<file path="src/rtl/regfile_wb_stage_pkg.sv">
// Shared widths, the zero-register index and the stage state type for the
// write-back stage and its register file.
package regfile_wb_stage_pkg;

   localparam int unsigned RF_DATA_W   = 32;
   localparam int unsigned RF_ADDR_W   = 5;
   localparam int unsigned RF_NUM_REGS = 32;

   localparam logic [RF_ADDR_W-1:0] REG_ZERO = '0;

   typedef enum logic {
      ST_EMPTY = 1'b0,
      ST_FULL  = 1'b1
   } stage_state_e;

endpackage

</file>
<file path="src/rtl/regfile_wb_stage_decoder.sv">
// Binary-to-one-hot decoder with an enable; all outputs low when disabled.
module regfile_wb_stage_decoder #(
   parameter int unsigned IN_W = 5
) (
   input  logic [IN_W-1:0]      sel,
   input  logic                 en,
   output logic [2**IN_W-1:0]   onehot
);

   always_comb begin
      onehot = '0;
      if (en) begin
         onehot[sel] = 1'b1;
      end
   end

endmodule

</file>
<file path="src/rtl/regfile_wb_stage.sv">
// Write-back stage register plus 32x32 register file with two forwarding
// read ports; r0 reads as zero and is never written.
module regfile_wb_stage
   import regfile_wb_stage_pkg::*;
#(
   parameter int unsigned DATA_W   = RF_DATA_W,
   parameter int unsigned ADDR_W   = RF_ADDR_W,
   parameter int unsigned NUM_REGS = RF_NUM_REGS
) (
   input  logic              clock,
   input  logic              ctrl_reset_n,
   input  logic              wb_valid,
   output logic              wb_ready,
   input  logic [ADDR_W-1:0] wb_reg,
   input  logic [DATA_W-1:0] wb_data,
   input  logic              freeze,
   input  logic [ADDR_W-1:0] rd_reg_a,
   input  logic [ADDR_W-1:0] rd_reg_b,
   output logic [DATA_W-1:0] rd_data_a,
   output logic [DATA_W-1:0] rd_data_b,
   output logic              pending
);

   stage_state_e      state_q, state_d;
   logic [ADDR_W-1:0] s_reg_q, s_reg_d;
   logic [DATA_W-1:0] s_data_q, s_data_d;
   logic [DATA_W-1:0] regs_q [NUM_REGS];
   logic [DATA_W-1:0] regs_d [NUM_REGS];

   logic              s_valid;
   logic              commit;
   logic              accept;
   logic [NUM_REGS-1:0] row_we;

   always_comb begin
      s_valid  = (state_q == ST_FULL);
      commit   = s_valid & ~freeze;
      wb_ready = ~s_valid | commit;
      accept   = wb_valid & wb_ready;
      pending  = s_valid;
   end

   regfile_wb_stage_decoder #(
      .IN_W (ADDR_W)
   ) u_row_dec (
      .sel    (s_reg_q),
      .en     (commit),
      .onehot (row_we)
   );

   // Stage FSM: accept wins over the empty transition so commit+accept stays FULL.
   always_comb begin
      state_d  = state_q;
      s_reg_d  = s_reg_q;
      s_data_d = s_data_q;
      if (accept) begin
         state_d  = ST_FULL;
         s_reg_d  = wb_reg;
         s_data_d = wb_data;
      end else if (commit) begin
         state_d  = ST_EMPTY;
      end
   end

   always_comb begin
      regs_d = regs_q;
      for (int unsigned i = 0; i < NUM_REGS; i++) begin
         if (row_we[i] && (ADDR_W'(i) != REG_ZERO)) begin
            regs_d[i] = s_data_q;
         end
      end
   end

   always_ff @(posedge clock) begin
      if (!ctrl_reset_n) begin
         state_q  <= ST_EMPTY;
         s_reg_q  <= '0;
         s_data_q <= '0;
         for (int unsigned i = 0; i < NUM_REGS; i++) begin
            regs_q[i] <= '0;
         end
      end else begin
         state_q  <= state_d;
         s_reg_q  <= s_reg_d;
         s_data_q <= s_data_d;
         regs_q   <= regs_d;
      end
   end

   function automatic logic [DATA_W-1:0] read_port(
      input logic [ADDR_W-1:0] idx,
      input logic              fwd_valid,
      input logic [ADDR_W-1:0] fwd_reg,
      input logic [DATA_W-1:0] fwd_data,
      input logic [DATA_W-1:0] arr_data
   );
      if (idx == REG_ZERO) begin
         return '0;
      end else if (fwd_valid && (fwd_reg == idx)) begin
         return fwd_data;
      end else begin
         return arr_data;
      end
   endfunction

   always_comb begin
      rd_data_a = read_port(rd_reg_a, s_valid, s_reg_q, s_data_q, regs_q[rd_reg_a]);
      rd_data_b = read_port(rd_reg_b, s_valid, s_reg_q, s_data_q, regs_q[rd_reg_b]);
   end

endmodule

</file>
<file path="config.mk">
export PLATFORM = sky130hd
export DESIGN_NAME = regfile_wb_stage
export DESIGN_NICKNAME = d
export VERILOG_FILES = /design/src/rtl/regfile_wb_stage_pkg.sv /design/src/rtl/regfile_wb_stage_decoder.sv /design/src/rtl/regfile_wb_stage.sv
export SDC_FILE = /design/constraint.sdc
export NUM_CORES = 2
export LEC_CHECK = 0
export CAP_MARGIN = 40
export CELL_PAD_IN_SITES_DETAIL_PLACEMENT = 0
export CELL_PAD_IN_SITES_GLOBAL_PLACEMENT = 1
export CORE_ASPECT_RATIO = 1.4
export CORE_MARGIN = 1
export CORE_UTILIZATION = 40
export CTS_BUF_LIST = sky130_fd_sc_hd__clkbuf_8
export DETAILED_ROUTE_END_ITERATION = 10
export PLACE_DENSITY_LB_ADDON = 0.1
export REMOVE_ABC_BUFFERS = 1
export SETUP_SLACK_MARGIN = 0.05
export SYNTH_ARGS = -nofsm -noshare
export SYNTH_HDL_FRONTEND = slang
export SYNTH_SLANG_ARGS = --single-unit
</file>
<file path="constraint.sdc">
create_clock -name clock -period 2.6 [get_ports clock]
set_clock_uncertainty 0.2 [all_clocks]
set_input_delay 0.26 -clock clock [delete_from_list [all_inputs] [get_ports clock]]
set_output_delay 0.26 -clock clock [all_outputs]
set_load 0.05 [all_outputs]
</file>
==> results.tsv <==
stage	metric	value	unit
yosys	Cell Area, Synth	55700	um^2
setup_path	CP Data Required Time	2.14	ns
yosys	post-synthesis area per instance	8.82	um^2
setup_path	crit-path leading delay family	buffers and inverters	
setup_path	WS Path Type	reg2out	
min_path	Hold Crit Class	in2reg	
timing	Worst-Margin Slew	0.903	ns
route	WL/cell	30.9	um
route	Pre-antenna DRT Iters	7	
power	clock power share	42.7	%
clocking	TritonCTS Buffers	178	
finish	commonest non-fill, non-tap cells in the layout	2,147 x nand2_1, 1,020 x dfxtp_1, 974 x a21boi_0	
timing	Final WS setup	-0.842	ns
finish	final net count	6714	
min_path	hold depth	3	
power	power share of the combinational group	12.9	%
global_routing	Total GRT Usage	37.5	%
placement	RePlAce Congestion	0.930	
route	1st-iter DRT viols	5070	
placement	DP HPWL	181000	um
timing	final setup vio count	64	
floorplanning	row cnt	161	
setup_path	worst r2r dst	regs_q[497]$_SDFFE_PN0P_	
power	total power	36.0	mW
global_routing	vias in the first global route	51000	
timing	Final min period	3.44	ns
setup_path	Worst Setup End Kind	output pin	
setup_path	CP max FO	7	
power	switch share	28.2	%
timing	RSZ-0062 raised after global routing	true	
route	Antenna Violating Nets Remaining	0	
yosys	number of synthesized flops with an enable pin	0	
global_routing	gr ovfl total	0	
yosys	Post-synth ARST share	0	%
global_routing	wire length of the first global-routing pass	376000	um
placement	Placement Setup Slack	-0.621	ns
setup_path	CP startpoint kind	register	
yosys	main combinational cell family by area after synthesis	multiplexers	
setup_path	WP data arrival	2.98	ns
setup_path	Bufs and invs on worst path	6	
route	wirelength, routed	266000	um
yosys	Post-Synthesis Cells	6310	
finish	Finished Core Util	50.7	%
status	status	finished, violations left	
power	Pwr Density	515	nW/um^2
clocking	Sink Count	1030	
route	Residual DRC	0	
floorplanning	I/O pin cnt	117	
setup_path	Worst R2R Start	pending$_SDFFE_PN0P_	
power	Cell Int Power	25.8	mW
min_path	hold path endpoint	regs_q[777]$_SDFFE_PN0P_	
timing	final hold vios	0	
clocking	CTS Buffer Depth	3	
setup_path	slowest library cell on the worst path	dfxtp_4	
power	Pleak	24.3	nW
clocking	clk_lat worst skew	0.96	ns
global_routing	initial antenna violation count	8	
route	vias per inst	5.98	
setup_path	R2R Setup Slk	0.22	ns
route	total number of vias	51400	
yosys	synthesized flop and latch total	1030	
clocking	TritonCTS clock tree	yes	
floorplanning	die width	317	um
timing	Slew Limit Fails	0	
setup_path	Critical Path, Cell by Cell	buf_4 -> xnor2_1 -> nand2_1 -> o21bai_4 -> buf_12 -> buf_12 -> buf_12 -> a221o_1 -> o21ai_2 -> buf_6 -> buf_12	
clocking	H-Tree Depth	4	
timing	Max Clock Freq	291	MHz
floorplanning	Die Y	443	um
yosys	Synth Area in Adders	0	%
clocking	root buf cell	clkbuf_8	
timing	remaining max-slew budget at the tightest pin	39.7	%
power	sequential share of power	44.4	%
yosys	prevailing post-synth register cell	dfxtp_1	
min_path	HP Start	ctrl_reset_n	
floorplanning	core area	138000	um^2
setup_path	CP max stage delay	0.39	ns
yosys	Post-Synth Simple-Gate Area	17.1	%
yosys	Netlist cell types	61	
floorplanning	Die ar.	141000	um^2
finish	commonest non-fill, non-tap cell in the layout	nand2_1	
finish	share of layout cells above drive strength 1	25.3	%
setup_path	Worst R2R Path Depth	8	
global_routing	largest net degree at the start of global routing	126	
yosys	mux share of post-synthesis cell area	20.6	%
finish	P&R area growth vs syn	25.5	%
placement	Port Buf Inserts	116	
clocking	CTS clk-pin slew, worst paths	0.06	ns
status	failing checks	setup timing	
yosys	Post-Synth XOR/XNOR Area	0.157	%
run	maxcap violations	0	
yosys	sequential area share after synthesis	37.0	%
yosys	Synth Area in Compound Gates	19.5	%
setup_path	crit-path most repeated cell	buf_12	
floorplanning	Initial Utilization	40.4	%
yosys	Syn. warnings	0	
power	Max VDD drop	0.483	mV
power	Net Switching	10.1	mW
timing	period utilisation layout	132	%
## cells by family after synthesis
group	count (synthesis)
multiplexers	692
AND/OR/NAND/NOR	2436
XOR/XNOR	10
AO/OA/AOI/OAI	1464
buffers and inverters	678
flip-flops	1030
## power groups by stage
stage          combinational, mW  clock (mW)  sequential, mW
2_1_floorplan               1.33           0            16.4
3_3_place_gp                4.37           0            16.3
3_5_place_dp                4.37           0            16.3
4_1_cts                     4.59        15.5            16.0
5_1_grt                     4.77        16.3            16.0
6_report                    4.65        15.3            16.0
## layer usage
layer  routed length, um  GRT usage (%)
met1               97500           43.0
met3               17700           6.56
met4               25800           31.0
met5                  35              0
met2              125000           60.7
## flip-flops by register name, summed over array words and instances (netlist names)
signal / count
s_reg_q: 5
pending: 1
s_data_q: 32
regs_q: 992
## tightest hold or removal path, cell delays in order
cell	delay, ns
dlygate4sd3_1	0.56
buf_8	0.21
a21boi_0	0.16
## worst max-delay path by stage
| stage | startpoint | end | slack [ns] | cells after the start |
|---|---|---|---|---|
| CTS | s_reg_q[4]$_SDFFE_PN0P_ | rd_data_a[26] | -0.93 | 12 |
| detailed placement | rd_reg_b[0] | rd_data_b[30] | -0.62 | 10 |
| finish | s_reg_q[3]$_SDFFE_PN0P_ | rd_data_a[26] | -0.84 | 11 |
| floorplan | rd_reg_a[0] | rd_data_a[16] | -1.24 | 5 |
| global placement | rd_reg_b[0] | rd_data_b[30] | -0.63 | 10 |
| global route | s_reg_q[4]$_SDFFE_PN0P_ | rd_data_a[16] | -0.97 | 12 |
## Yosys cell counts, drive strengths merged, types with 45 or more instances
cell	count	area (um^2)
a21oi	98	490
clkbuf	414	1580
mux4	348	7880
nor2b	45	282
buf	249	1530
mux2i	226	2260
a22oi	69	518
a211oi	52	390
nor2	94	353
a21boi	1029	7720
mux2	118	1330
nand2	2184	8200
dfxtp	1030	20600
## metrics by stage
stage	cells	setup TNS, ns	instance area, um^2	hold WS, ns
global route	8591	-50.92	69900	0.0523
global placement	8223	-22.05	64500	0.253
detailed placement	8225	-21.46	64500	0.260
floorplan	5646	-214.01	52600	0.188
finish	8591	-44.96	69900	0.0892
CTS	8585	-51.05	69600	0.0220
## repair_timing
item,in CTS,in global routing
gates resized for setup,226,41
endpoints found under the hold margin,1030,0
buffers inserted,10,12
cloned,5,0
pin swaps,58,36
hold buffers,38,0
setup endpoints to repair,66,64
## final cells by class
type	instances	area [um^2]
Fill cell	12800	67900
Multi-Input combinational cell	4602	33300
Sequential cell	1030	20600
Timing Repair Buffer	837	10100
Clock buffer	229	3150
Tap cell	1793	2240
Clock inverter	84	434
Inverter	14	52.6
Antenna cell	2	5.00
Power figures use the tool's default switching activity.
